==> src/rtl/rv32im_fetch.sv <==
`timescale 1ns/1ps
// rv32im_fetch: instruction fetch stage of the rv32im pipeline.
//
// Owns the program counter and issues single-outstanding word reads to
// instruction memory. Each fetched word is placed, together with its address,
// in a one-entry output buffer that decode consumes over valid/ready.
// Redirects from later stages replace the PC. A DISCARD state swallows the
// stale word of a request that was in flight when the redirect arrived.
// Misaligned redirect targets park the stage in FAULT until an aligned
// redirect or reset.
//
// Handshakes:
//   memory side : fetch_req_o/fetch_addr_o are held stable until fetch_ack_i.
//                 fetch_ack_i is only meaningful while fetch_req_o is high.
//                 fetch_data_i is valid in the ack cycle.
//   decode side : a transfer happens in every cycle where
//                 instr_valid_o & instr_ready_i. instr_o/pc_o are stable
//                 while instr_valid_o is high and instr_ready_i is low.
//
// Ports:
//   clk_i, reset_i          clock, synchronous active-high reset
//   fetch_addr_o            word-aligned read address
//   fetch_req_o             read request (combinational)
//   fetch_ack_i             read complete, fetch_data_i valid
//   fetch_data_i            instruction word from memory
//   redirect_i              one-cycle pulse: restart at redirect_addr_i
//   redirect_addr_i         new PC
//   instr_o, pc_o           buffered instruction and its address
//   instr_valid_o           output buffer holds a valid instruction
//   instr_ready_i           decode accepts the buffered instruction
//   fault_o                 sticky misaligned-redirect fault
//   state_o                 FSM state for debug (0 REQ, 1 DISCARD, 2 FAULT)
module rv32im_fetch #(
    parameter int unsigned       XLEN         = 32,
    parameter logic [XLEN-1:0]   RESET_VECTOR = '0
) (
    input  logic            clk_i,
    input  logic            reset_i,
    output logic [XLEN-1:0] fetch_addr_o,
    output logic            fetch_req_o,
    input  logic            fetch_ack_i,
    input  logic [31:0]     fetch_data_i,
    input  logic            redirect_i,
    input  logic [XLEN-1:0] redirect_addr_i,
    output logic [31:0]     instr_o,
    output logic [XLEN-1:0] pc_o,
    output logic            instr_valid_o,
    input  logic            instr_ready_i,
    output logic            fault_o,
    output logic [1:0]      state_o
);

    typedef enum logic [1:0] {
        ST_REQ     = 2'd0,
        ST_DISCARD = 2'd1,
        ST_FAULT   = 2'd2
    } state_e;

    state_e          state_q, state_d;
    logic [XLEN-1:0] pc_q, pc_d;
    logic [XLEN-1:0] addr_q;        // address presented to memory
    logic            pend_fault_q;  // last redirect target was misaligned
    logic            ack_v;
    logic            load;
    logic            misaligned;

    assign ack_v      = fetch_req_o & fetch_ack_i;
    assign misaligned = |redirect_addr_i[1:0];
    // Only a non-redirected ack in REQ delivers a word to decode.
    assign load       = (state_q == ST_REQ) & ack_v & ~redirect_i;

    // ---------------- state register ----------------
    always_ff @(posedge clk_i) begin
        if (reset_i) begin
            state_q <= ST_REQ;
        end else begin
            state_q <= state_d;
        end
    end

    // ---------------- next-state logic ----------------
    always_comb begin
        state_d = state_q;
        if (redirect_i) begin
            // A request still waiting for its ack must be drained first.
            if (fetch_req_o & ~fetch_ack_i) begin
                state_d = ST_DISCARD;
            end else if (misaligned) begin
                state_d = ST_FAULT;
            end else begin
                state_d = ST_REQ;
            end
        end else if ((state_q == ST_DISCARD) && ack_v) begin
            state_d = pend_fault_q ? ST_FAULT : ST_REQ;
        end
    end

    // ---------------- output logic ----------------
    // In REQ no explicit "request held" flag is needed: a request that went
    // out without an ack leaves the buffer empty next cycle (it was either
    // empty already or drained in that same cycle), so ~instr_valid_o keeps
    // the request asserted until the ack arrives.
    always_comb begin
        fetch_req_o = 1'b0;
        if (!reset_i) begin
            case (state_q)
                ST_REQ:     fetch_req_o = ~instr_valid_o | instr_ready_i;
                ST_DISCARD: fetch_req_o = 1'b1;
                default:    fetch_req_o = 1'b0;
            endcase
        end
    end

    assign state_o      = state_q;
    assign fetch_addr_o = {addr_q[XLEN-1:2], 2'b00};

    // ---------------- datapath ----------------
    always_comb begin
        pc_d = pc_q;
        if (redirect_i) begin
            pc_d = redirect_addr_i;
        end else if (load) begin
            pc_d = pc_q + XLEN'(4);
        end
    end

    always_ff @(posedge clk_i) begin
        if (reset_i) begin
            pc_q          <= RESET_VECTOR;
            addr_q        <= RESET_VECTOR;
            pend_fault_q  <= 1'b0;
            instr_o       <= '0;
            pc_o          <= '0;
            instr_valid_o <= 1'b0;
            fault_o       <= 1'b0;
        end else begin
            pc_q <= pc_d;
            // The in-flight address stays on the bus while a stale word is
            // drained; otherwise the bus follows the PC.
            if (state_d != ST_DISCARD) begin
                addr_q <= pc_d;
            end
            if (redirect_i) begin
                pend_fault_q <= misaligned;
            end
            fault_o <= (state_d == ST_FAULT);
            // A drain in a redirect cycle is still a valid transfer; the
            // buffer is simply emptied either way.
            if (redirect_i) begin
                instr_valid_o <= 1'b0;
            end else if (load) begin
                instr_valid_o <= 1'b1;
                instr_o       <= fetch_data_i;
                pc_o          <= pc_q;
            end else if (instr_ready_i) begin
                instr_valid_o <= 1'b0;
            end
        end
    end

endmodule

==> config.mk <==
export PLATFORM = sky130hd
export DESIGN_NAME = rv32im_fetch
export DESIGN_NICKNAME = d
export VERILOG_FILES = /design/src/rtl/rv32im_fetch.sv
export SDC_FILE = /design/constraint.sdc
export NUM_CORES = 1
export LEC_CHECK = 0
export CORE_ASPECT_RATIO = 0.8
export CORE_MARGIN = 2
export CORE_UTILIZATION = 48
export CTS_BUF_LIST = sky130_fd_sc_hd__clkbuf_4 sky130_fd_sc_hd__clkbuf_8
export CTS_CLUSTER_DIAMETER = 100
export DETAILED_ROUTE_END_ITERATION = 7
export GPL_ROUTABILITY_DRIVEN = 0
export MAX_ROUTING_LAYER = met4
export PLACE_DENSITY = 0.86
export SETUP_SLACK_MARGIN = 0.05
export SLEW_MARGIN = 40
export SYNTH_ARGS = -nofsm -noshare
export SYNTH_HDL_FRONTEND = slang
export SYNTH_SLANG_ARGS = --single-unit
==> constraint.sdc <==
create_clock -name clk_i -period 2.9 [get_ports clk_i]
set_clock_uncertainty 0.1 [all_clocks]
set_input_delay 0.58 -clock clk_i [delete_from_list [all_inputs] [get_ports clk_i]]
set_output_delay 0.58 -clock clk_i [all_outputs]
set_load 0.03 [all_outputs]
### Yosys cells after proc, flatten, opt, wreduce, memory -nomap -nowiden

Cells that the tools add are included.

| storage, ports and cells | value |
|---|---|
| output and inout bits | 101 |
| input bits | 69 |
| logic and storage cells | 37 |
| bits in registers | 133 |

| cells by class | value |
|---|---|
| add/sub/neg operators | 1 |
| bitwise logic cells | 8 |
| reduce and logical (&&, ||, !) cells | 6 |
| equality and inequality tests | 3 |
| muxes and demuxes | 11 |

Operators with widths:

| kind | number |
|---|---|
| 32-bit 2-to-1 mux | 2 |
| 32-bit by 3-bit adder with 32-bit output, second input constant | 1 |
| 2-bit 2-to-1 mux | 5 |
| 1-bit AND | 4 |
| 2-bit OR reduction | 2 |
| 1-bit 2-to-1 mux | 3 |
| 1-bit NOT | 3 |
| 2-bit by 1-bit == test with 1-bit output, second input constant | 1 |
| 2-bit == test, second input constant | 1 |
| 2-bit zero test | 1 |
| 2-bit by 1-bit != test with 1-bit output, second input constant | 1 |
| 1-bit case mux with 2 select lines | 1 |
| 2-bit AND reduction | 1 |
| 2-bit nonzero test | 1 |
| 1-bit logical AND | 1 |
| 1-bit OR | 1 |

### Logic depth before layout (Yosys ltp)

Gate-level depths: netlist (run 1).

| logic depth | value |
|---|---|
| word-level depth | 9 |
| gate-level depth with buffers | 8 |
| mapped depth without buffers | 6 |

### Least setup slack after synthesis (run 1)

Ideal clock, no wire load.

| timing | value |
|---|---|
| path kind | in2reg |
| from | input port reset_i |
| to | register addr_q[18] |
| data arrival time | 2.253 ns |
| setup time | 0.134 ns |
| stages on the path | 8 |
| path buffers | 3 |
| data required time | 2.666 ns |
| slack | 0.413 ns |
| cell sequence | or2_1 -> clkbuf_1 -> or3_1 -> buf_2 -> clkbuf_1 -> o31a_1 -> o31ai_1 -> o22ai_1 |

| on the way | value |
|---|---|
| word-level cells in the longest chain between the ends | 6 |
| elaborated cells on any way between the ends | 12 |
| those cells by class | 1 x eq/ne; 6 x mux; 4 x bitwise; 1 x reduce/logical |

RTL lines:

| what | RTL line | source |
|---|---|---|
| from (decl) | 38 | `input logic reset_i,` |
| 1-bit 2-to-1 mux | 105 | `if (!reset_i) begin` |
| 1-bit AND | 67 | `assign ack_v = fetch_req_o & fetch_ack_i;` |
| 1-bit AND or 1-bit logical AND (tied branches) | 70, 93 |  |
| 1-bit AND or 2-bit 2-to-1 mux (tied branches) | 70, 93 |  |
| 32-bit 2-to-1 mux or 2-bit 2-to-1 mux (tied branches) | 122, 84 |  |
| 32-bit 2-to-1 mux or 2-bit by 1-bit != test with 1-bit output (tied branches) | 120, 140 |  |
| to (signal assigned) | 141 | `addr_q <= pc_d;` |
| to (decl) | 61 | `logic [XLEN-1:0] addr_q;` |

Parallel ways exist; a longest one is shown, timed or not.
A chain may end at the register's enable or synchronous reset.

### Final worst setup path (run 1)

| timing | value |
|---|---|
| from | input port fetch_ack_i |
| to | register addr_q[31] |

| on the way | value |
|---|---|
| word-level cells in the longest chain between the ends | 5 |
| elaborated cells on any way between the ends | 12 |
| those cells by class | 1 x eq/ne; 5 x mux; 5 x bitwise; 1 x reduce/logical |

RTL lines:

| what | RTL line | source |
|---|---|---|
| from (decl) | 41 | `input logic fetch_ack_i,` |
| 1-bit AND or 1-bit NOT (tied branches) | 67, 86 |  |
| 1-bit AND (tied with other cells) (2 in series) | 70 | `assign load = (state_q == ST_REQ) & ack_v & ~redirect_i;` |
| 32-bit 2-to-1 mux or 2-bit 2-to-1 mux (tied branches) | 122, 84 |  |
| 32-bit 2-to-1 mux or 2-bit by 1-bit != test with 1-bit output (tied branches) | 120, 140 |  |

Parallel ways exist; a longest one is shown, timed or not.

==> results.md, run 1 <==
* Core ar. at 11000 µm²
* Crit. End Element: register
* Most frequent cell after synthesis: nand2_1
* Clock share of power at 37.8%
* CP bufs+invs at 1
* Final Setup Violations at 0
* Drt pass-1 iters at 5
* Peak VDD IR at roughly 420 µV
* Leakage power total at 2.74 nW
* Fin nets at between 900 and 1k
* Fin cells at 989
* CTS resizes at 0
* Via/cell ratio at 5.60
* Slew at the pin closest to its max-slew limit at 0.665 ns
* PortBufs at 167
* HPWL Detailed at 11300 µm
* CP max FO at 7
* Final ANT Viol Nets at 0
* Initial Utilization at 49.8%
* Seq pwr share at 46.0%
* Utilization after layout at 70.3%
* Mean Syn Cell Area at between 8 and 9 µm²
* Post-CTS setup buffers at 0
* Crit. Startpoint: fetch_ack_i
* Slew Limit Fails at 0
* Clock-pin slew on the worst setup and hold paths at 0.07 ns
* Max_slew headroom at 55.5%
* Hold Crit Class: register to register
* Final worst path period need at 2.52 ns
* Register bit total from synthesis at about 130
* Asr flop ratio synth at 0%
* Grt total ovfl at 0
* Cell count after placement at between 900 and 1k
* Initial antenna violation count at 0
* CTS sink cnt at 131
* Switching Fraction at 28.0%
* Cell family with the largest share of critical-path delay: simple AND/OR/NAND/NOR gates
* DIE WIDTH at around 120 µm
* Clock Tree Root: clkbuf_8
* RSZ-0062 raised after global routing: false
* F_max at 0.397 GHz
* Largest buffer count on any clock path at 2
* Pwr dens at approximately 550 nW/µm²
* Via Count at 5539
* P_int at 3.10 mW
* Worst EP required at 3.13 ns
* Crit share post-route at between 80% and 90%
* Number of synthesized flops with an enable pin at 0
* Critical path type: input port to register
* Logic pwr share at 16.2%
* CTS tree: yes
* GRT Total Usage at 27.5%
* Antenna Cells at 0
* Final hold viol count at 0
* Post-CTS Hold Fix Bufs at 0
* Crit path DAT at 2.75 ns
* Final design area excluding fillers at 7740 µm²
* Yosys warns at 0
* Final worst slack at approximately 0.38 ns
* CTS buffer count at 17
* Core Rows at 34
* Final WL at 16100 µm
* Slowest cell on crit path: clkdlybuf4s50_1
* Die Y at 99.7 µm
* Die Area at approximately 12000 µm²
* Setup_tns at 0 ns
* Area growth from synthesis to layout at 41.0%
* Min-Delay Startpoint: pc_o[28]$_SDFFE_PP0P_
* Dpl ws at -0.0421 ns
* Post-synth top flop: dfxtp_1
* Mapped Area at 5490 µm²
* Vias in the first global route at approximately 5.2k
* Top post-synthesis cells by count: nand2_1 (158), dfxtp_1 (131), a21oi_1 (77)
* Initial drt markers at 483
* Synth top area share at 47.8%
* Largest area contributor in the netlist: dfxtp_1
* Register area share after synthesis at 47.8%
* Synth cell types at 56
* Worst skew pair latency at 0.45 ns
* RR Startpoint: pc_q[19]$_SDFF_PP0_
* Post-Syn Instances at 676
* Switching power at 1.20 mW
* Drt wl/cell at 16.3 µm
* H-tree depth at 4
* Dpl cell area at 7320 µm²
* Setup crit start kind: input port
* Status: completed
* Share of layout cells above drive strength 1 at 8.05%
* Cells along the critical path: clkdlybuf4s50_1, nor4b_2, nand3_1, nor4_1, xor2_1, o221a_2
* Max incr delay on CP at 0.53 ns
* Largest net degree at the start of global routing at 87
* First-pass GRT wire length at roughly 26000 µm
* Drt drc at 0
* MaxCap Viol Count at 0
* # IOs at 170
* Synth area leaders: dfxtp_1 (48%), nand2_1 (11%), a21oi_1 (7.0%)
[cells in the final DEF, fill, tap and decap left out, types with 8 or more instances in the layout]
cell type,count
a21oi_1,77
buf_4,21
clkbuf_8,19
clkdlybuf4s50_1,164
dfxtp_1,131
inv_1,14
nand2_1,158
nand2b_1,10
nand3_1,8
nor2_1,41
nor3_1,28
nor4_1,12
o32ai_1,12
or3_1,11
xnor2_1,8
[power by group through the flow]
stage	sequential (mW)	combinational, mW	clock [mW]
2_1_floorplan	2.12	0.264	0
3_3_place_gp	2.01	0.674	0
3_5_place_dp	2.01	0.691	0
4_1_cts	1.97	0.696	1.65
5_1_grt	1.99	0.748	1.71
6_report	1.98	0.696	1.62
[metal layers]
layer  share of wire [%]  track usage (%)
met1                  42             35.8
met2                  46             41.2
met3                 9.7             8.14
met4                 1.6             8.74
met5                   0                -
[worst register-to-register path, cell delays in order, from the launching register on]
cell and delay (ns):
dfxtp_1 0.51, nand4_2 0.19, or4_4 0.63, or4_4 0.56, xor2_1 0.17, a211oi_2 0.21
[cell families after synthesis]
kind of cell / share of synthesized area (%)
AND/OR/NAND/NOR: 26.5
AO/OA/AOI/OAI: 16.9
flip-flops: 47.8
buffers and inverters: 4.99
XOR/XNOR: 2.23
multiplexers: 1.34
adder cells (fa/ha/maj): 0.228
other: 0.0683
[through the flow]
stage	hold WS (ns)	total power, mW
floorplan	0.331	2.38
global placement	0.341	2.68
detailed placement	0.347	2.71
CTS	0.356	4.32
global route	0.379	4.45
finish	0.353	4.30
[flip-flops by register name, summed over array words and instances, names as in the netlist, named ones only]
name and flops:
pc_q 30, pc_o 32, instr_o 32, instr_valid_o 1
state_o 2, pend_fault_q 1, fault_o 1, addr_q 30
[area by class of cell]
cell class / instances / area, µm²
Multi-Input combinational cell: 479 / 2630
Timing Repair Buffer: 188 / 1840
Clock buffer: 19 / 262
Clock inverter: 12 / 156
Fill cell: 813 / 3270
Inverter: 16 / 60.1
Tap cell: 144 / 180
Sequential cell: 131 / 2620
[final timing paths]
kind / endpoint / slack, ns / cells after the start
worst max-delay path: addr_q[31]$_SDFFE_PP0P_ / 0.38 / 6
worst min-delay path: pc_o[28]$_SDFFE_PP0P_ / 0.35 / 2
worst max register to register: pc_q[28]$_SDFF_PP0_ / 0.46 / 5
worst min register to register: pc_o[28]$_SDFFE_PP0P_ / 0.35 / 2
Note: power is estimated with default switching activity, not from simulation.
==> inputs of run 2 (changes only) <==
--- a/config.mk
+++ b/config.mk
@@ -5,14 +5,12 @@
 export SDC_FILE = /design/constraint.sdc
 export NUM_CORES = 1
 export LEC_CHECK = 0
-export CORE_ASPECT_RATIO = 0.8
-export CORE_MARGIN = 2
+export CORE_ASPECT_RATIO = 0.9
 export CORE_UTILIZATION = 48
 export CTS_BUF_LIST = sky130_fd_sc_hd__clkbuf_4 sky130_fd_sc_hd__clkbuf_8
 export CTS_CLUSTER_DIAMETER = 100
 export DETAILED_ROUTE_END_ITERATION = 7
 export GPL_ROUTABILITY_DRIVEN = 0
-export MAX_ROUTING_LAYER = met4
 export PLACE_DENSITY = 0.86
 export SETUP_SLACK_MARGIN = 0.05
 export SLEW_MARGIN = 40
==> results.md, run 2 (synthesis results as in run 1) <==
* Core Rows at 36 (+5.9%)
* CTS tree: yes
* H-tree depth at 4 (unchanged)
* Pwr dens at 557 nW/µm² (+0.31%)
* Status: completed
* Leakage power total at 2.76 nW (+0.60%)
* Met3 Use GR at 7.63% (-0.51 points)
* Max_slew headroom at 58.6% (+3.2 points)
* Final Setup Violations at 0 (unchanged)
* # IOs at 170 (unchanged)
* Peak VDD IR at 407 µV (-4.0%)
* Clock-pin slew on the worst setup and hold paths at 0.08 ns (about the same)
* Area growth from synthesis to layout at 41.5%
* Initial drt markers at 563 (+17%)
* Share of layout cells above drive strength 1 at 8.04% (-0.0095 points)
* Initial antenna violation count at 0 (unchanged)
* Hold Crit Class: register to register
* CTS sink cnt at 131 (unchanged)
* Largest buffer count on any clock path at 2 (unchanged)
* CP max FO at 11 (+4)
* Initial Utilization at 50.0% (+0.12 points)
* Met1 usage at 34.5% (-1.3 points)
* Dpl cell area at 7340 µm² (+0.26%)
* HPWL Detailed at 11300 µm (-0.42%)
* Vias in the first global route at 5355 (+3.0%)
* Hold path cells at 2 (unchanged)
* F_max at 0.399 GHz (+0.43%)
* Worst hold slack at 0.357 ns (+0.00363 ns)
* CTS buffer count at 17 (unchanged)
* Final ANT Viol Nets at 0 (unchanged)
* Die Area at 11900 µm² (-3.6%)
* GRT Total Usage at 27.9% (+0.31 points)
* Via Count at 5554 (+0.27%)
* First-pass GRT wire length at 25700 µm (+0.43%)
* Drt pass-1 iters at 5 (unchanged)
* Crit share post-route at 86.5% (-0.37 points)
* Die Y at 103 µm (+3.8%)
* Setup_tns at 0 ns (unchanged)
* Largest registers: instr_o (32), pc_o (32)
* Clock Tree Root: clkbuf_8
* Slew Limit Fails at 0 (unchanged)
* Filler cells at 908 (+12%)
* Most frequent cells in the layout: clkdlybuf4s50_1 (164), nand2_1 (158), dfxtp_1 (131)
* Final WL at 16300 µm (+1.6%)
* Drt wl/cell at 16.4 µm (+0.71%)
* Worst R2R Path Depth at 5 (unchanged)
* Fin nets at 904 (+0.11%)
* Final worst path period need at 2.51 ns (-0.0107 ns)
* Setup crit start kind: input port
* Crit path DAT at 2.78 ns (+0.03 ns)
* Largest net degree at the start of global routing at 87 (unchanged)
* Cell count after placement at 967 (+0.94%)
* Critical path type: input port to register
* Via/cell ratio at 5.57 (-0.63%)
* DIE WIDTH at 115 µm (-7.1%)
* PortBufs at 167 (unchanged)
* Met2 usage at 46.1% (+4.9 points)
* Most common cell after layout, fill and taps aside: clkdlybuf4s50_1
* Final hold viol count at 0 (unchanged)
* Core ar. at 11000 µm² (-0.25%)
* Worst EP required at 3.17 ns (+0.04 ns)
* Drt drc at 0 (unchanged)
* Slew at the pin closest to its max-slew limit at 0.620 ns (-0.0452 ns)
* CTS resizes at 0 (unchanged)
* MaxCap Viol Count at 0 (unchanged)
* Antenna Cells at 0 (unchanged)
* Worst skew pair latency at 0.43 ns (-0.02 ns)
* Post-CTS Hold Fix Bufs at 0 (unchanged)
* Fin cells at 998 (+0.91%)
* Most used routing layer: met2
* Post-CTS setup buffers at 0 (unchanged)
* Crit. End Element: register
* Grt total ovfl at 0 (unchanged)
* Final design area excluding fillers at 7770 µm² (+0.32%)
* RSZ-0062 raised after global routing: false
run 2: power breakdown:
part,leakage (nW),internal (mW),switching [mW]
sequential,1.07,1.89,0.0848
clock,0.210,0.943,0.698
combinational,1.47,0.314,0.391
total,2.76,3.15,1.17
run 2: metal layers:
layer / vias to the layer above / routed length [µm]
met5: - / 0
met4: 0 / 337
met3: 33 / 1390
met2: 238 / 7720
met1: 2621 / 6900
li1: 2662 / -
run 2: stage by stage:
| stage | setup WS [ns] | power [mW] | util, % |
|---|---|---|---|
| floorplan | 0.413 | 2.38 | - |
| global placement | 0.178 | 2.69 | 66.8 |
| detailed placement | 0.0806 | 2.71 | 66.8 |
| CTS | 0.398 | 4.33 | 70.7 |
| global route | 0.283 | 4.47 | 70.7 |
| finish | 0.391 | 4.32 | 70.7 |
run 2: layout make-up:
| type | count | area, µm² | area share (%) |
|---|---|---|---|
| inverter | 16 | 60.1 | 0.773 |
| timing repair buffer | 189 | 1860 | 23.9 |
| clock inverter | 9 | 128 | 1.64 |
| clock buffer | 22 | 297 | 3.82 |
| multi-input combinational | 479 | 2620 | 33.7 |
| tap | 152 | 190 | 2.45 |
| sequential | 131 | 2620 | 33.8 |
run 2: final timing paths:
kind,from,end,slack [ns]
worst min-delay path,instr_o[2]$_SDFFE_PP0P_,instr_o[2]$_SDFFE_PP0P_,0.36
worst max-delay path,fetch_ack_i,addr_q[27]$_SDFFE_PP0P_,0.39
worst max register to register,pc_q[19]$_SDFF_PP0_,addr_q[27]$_SDFFE_PP0P_,0.48
worst min register to register,instr_o[2]$_SDFFE_PP0P_,instr_o[2]$_SDFFE_PP0P_,0.36
run 2: critical path, stage by stage:
cell	delay [ns]
clkdlybuf4s50_1	0.52
nor4b_2	0.23
buf_4	0.21
nand3_1	0.26
nor4_1	0.47
xor2_1	0.28
o221a_1	0.22
==> inputs of run 3 (changes only) <==
--- a/config.mk
+++ b/config.mk
@@ -5,13 +5,14 @@
 export SDC_FILE = /design/constraint.sdc
 export NUM_CORES = 1
 export LEC_CHECK = 0
+export ABC_AREA = 1
 export CORE_ASPECT_RATIO = 0.9
-export CORE_UTILIZATION = 48
+export CORE_UTILIZATION = 49
 export CTS_BUF_LIST = sky130_fd_sc_hd__clkbuf_4 sky130_fd_sc_hd__clkbuf_8
 export CTS_CLUSTER_DIAMETER = 100
 export DETAILED_ROUTE_END_ITERATION = 7
 export GPL_ROUTABILITY_DRIVEN = 0
-export PLACE_DENSITY = 0.86
+export PLACE_DENSITY = 0.87
 export SETUP_SLACK_MARGIN = 0.05
 export SLEW_MARGIN = 40
 export SYNTH_ARGS = -nofsm -noshare
==> results.md, run 3 <==
* Status: completed
* Post-Syn Instances at 812 (+20%)
* Most common cell after layout, fill and taps aside: clkdlybuf4s50_1
* Clock-pin slew on the worst setup and hold paths at 0.07 ns (about the same)
* Most frequent cell after synthesis: nor2_1
* Filler cells at 919 (+1.2%)
* Clock Tree Root: clkbuf_8
* DIE WIDTH at 116 µm (+0.77%)
* Post-CTS Hold Fix Bufs at 0 (unchanged)
* MaxCap Viol Count at 0 (unchanged)
* Leakage power total at 3.32 nW (+21%)
* H-tree depth at 4 (unchanged)
* Slew Limit Fails at 0 (unchanged)
* Share of layout cells above drive strength 1 at 6.16% (-1.9 points)
* Max incr delay on CP at 0.67 ns (+0.15 ns)
* Setup_tns at 0 ns (unchanged)
* Slew at the pin closest to its max-slew limit at 0.628 ns (+0.00734 ns)
* Register bit total from synthesis at 131 (unchanged)
* Fin cells at 1126 (+13%)
* Mean Syn Cell Area at 7.01 µm² (-14%)
* Grt total ovfl at 0 (unchanged)
* # IOs at 170 (unchanged)
* Pwr dens at 587 nW/µm² (+5.4%)
* Slowest cell on crit path: clkdlybuf4s50_1
* Largest area contributor in the netlist: dfxtp_1
* Asr flop ratio synth at 0% (unchanged)
* Drt pass-1 iters at 5 (unchanged)
* Synth top area share at 46.1% (-1.7 points)
* Vias in the first global route at 5159 (-3.7%)
* FF/Latch Area at 2620 µm² (unchanged)
* Post-synth top flop: dfxtp_1
* Final worst path period need at 2.72 ns (+0.211 ns)
* Area growth from synthesis to layout at 39.1%
* CP bufs+invs at 4 (+2)
* Via Count at 5755 (+3.6%)
* Setup crit start kind: input port
* Most frequent cells in the layout: clkdlybuf4s50_1 (166), nor2_1 (147), nand2_1 (141)
* Register area share after synthesis at 46.1% (-1.7 points)
* Critical path type: input port to primary output
* Largest buffer count on any clock path at 2 (unchanged)
* Core ar. at 11100 µm² (+0.82%)
* CTS sink cnt at 131 (unchanged)
* HPWL Detailed at 10900 µm (-3.3%)
* Worst skew pair latency at 0.44 ns (about the same)
* Die Area at 12100 µm² (+1.5%)
* Crit. Startpoint: instr_ready_i
* Initial drt markers at 493 (-12%)
* Peak VDD IR at 433 µV (+6.4%)
* Antenna Cells at 0 (unchanged)
* Cell count after placement at 1094 (+13%)
* Final ANT Viol Nets at 0 (unchanged)
* Hold Crit Class: register to register
* Initial Utilization at 51.4% (+1.4 points)
* Multi-input logic area at 2510 µm² (-4.1%)
* RR Startpoint: pc_q[2]$_SDFF_PP0_
* Largest net degree at the start of global routing at 78 (-10%)
* Crit share post-route at 93.8% (+7.3 points)
* Yosys warns at 0 (unchanged)
* Synth area leaders: dfxtp_1 (46%), nor2_1 (9.7%), nand2_1 (9.3%)
* Final hold viol count at 0 (unchanged)
* F_max at 0.368 GHz (-7.8%)
* Fin nets at 1031 (+14%)
* RSZ-0062 raised after global routing: false
* Top post-synthesis cells by count: nor2_1 (147), nand2_1 (141), dfxtp_1 (131)
* Crit path DAT at 2.04 ns (-0.74 ns)
* Cell family with the largest share of critical-path delay: buffers and inverters
* PortBufs at 167 (unchanged)
* Post-CTS setup buffers at 0 (unchanged)
* Max_slew headroom at 58.2% (-0.49 points)
* Initial antenna violation count at 0 (unchanged)
* Number of synthesized flops with an enable pin at 0 (unchanged)
* CTS tree: yes
* CTS resizes at 0 (unchanged)
* Final WL at 15800 µm (-3.5%)
* CTS buffer count at 17 (unchanged)
* GRT Total Usage at 26.5% (-1.4 points)
* Via/cell ratio at 5.11 (-8.2%)
* Drt wl/cell at 14.0 µm (-14%)
* Final Setup Violations at 0 (unchanged)
* Largest registers: instr_o (32), pc_o (32)
* Crit. End Element: primary output
* Cells along the critical path: clkdlybuf4s50_1, inv_1, nand3_1, nand2_1, inv_1, clkdlybuf4s50_1
* Mapped Area at 5690 µm² (+3.7%)
* Drt drc at 0 (unchanged)
* Worst EP required at 2.22 ns (-0.95 ns)
* Die Y at 104 µm (+0.77%)
* Core Rows at 36 (unchanged)
* First-pass GRT wire length at 24800 µm (-3.4%)
* Synth cell types at 29 (-48%)
* CP max FO at 3 (-8)
[run 3: cell count changes in the layout (fill, tap and decap cells not counted), moves of 10 or more]
cell,delta
buf_4,-14
or3_1,-11
o32ai_1,-12
nor2_1,+106
nand2b_1,-10
a21oi_1,-12
nor4_1,-12
nor3_1,-28
o21ai_0,+81
nand2_1,-17
inv_1,+60
nand3_1,+66
[run 3: cell families after synthesis]
family,Yosys count,share of synthesized area (%)
and+or+nand+nor,390,29.1
adders and majority gates,1,0.220
buffers and inverters,127,9.91
DFF,131,46.1
other,1,0.0659
xor gates and xnor gates,5,0.769
AOI/OAI and AO/OA,157,13.9
[run 3: worst paths after layout]
path	slack, ns	to	depth (start not counted)
hold / removal	0.36	pc_o[0]$_SDFFE_PP0P_	2
hold reg to reg	0.36	pc_o[0]$_SDFFE_PP0P_	2
setup / recovery	0.18	fetch_req_o	6
setup reg to reg	0.55	addr_q[30]$_SDFFE_PP0P_	10
[run 3: per-layer routing]
layer / share of wire [%] / global-route usage [%] / vias up
li1: - / - / 2909
met4: 0.76 / 7.51 / 0
met2: 43 / 40.7 / 289
met3: 11 / 8.51 / 15
met5: 0 / 0 / -
met1: 45 / 35.5 / 2542
[run 3: worst register-to-register path: cells and delay by family, from the launching register on]
family        cells  cell delay [ns]
fa+ha+maj         1             0.32
buf+inv           2             0.13
flops             1             0.42
simple gates      7             1.27
[run 3: stage by stage]
step                hold slack, ns  instance area [µm²]  total power [mW]  worst slack, ns  util (%)
global placement             0.343                 7420              2.75            0.175      66.9
CTS                          0.362                 7920              4.67            0.178      71.5
finish                       0.358                 7920              4.65            0.180      71.5
floorplan                    0.325                 5700              2.44             1.05         -
global route                 0.395                 7920              4.83           0.0805      71.5
detailed placement           0.347                 7420              2.76            0.187      66.9
[run 3: where the power goes]
| group | internal [mW] | switching, mW | leakage (nW) |
|---|---|---|---|
| registers | 1.91 | 0.0725 | 1.08 |
| logic | 0.319 | 0.436 | 2.01 |
| clock network | 1.18 | 0.730 | 0.242 |
[run 3: final cells by class]
| class | instances | area share, % |
|---|---|---|
| Clock buffer | 20 | 3.48 |
| Clock inverter | 12 | 2.84 |
| Inverter | 78 | 3.73 |
| Multi-Input combinational cell | 555 | 31.7 |
| Sequential cell | 131 | 33.1 |
| Tap cell | 152 | 2.40 |
| Timing Repair Buffer | 178 | 22.7 |
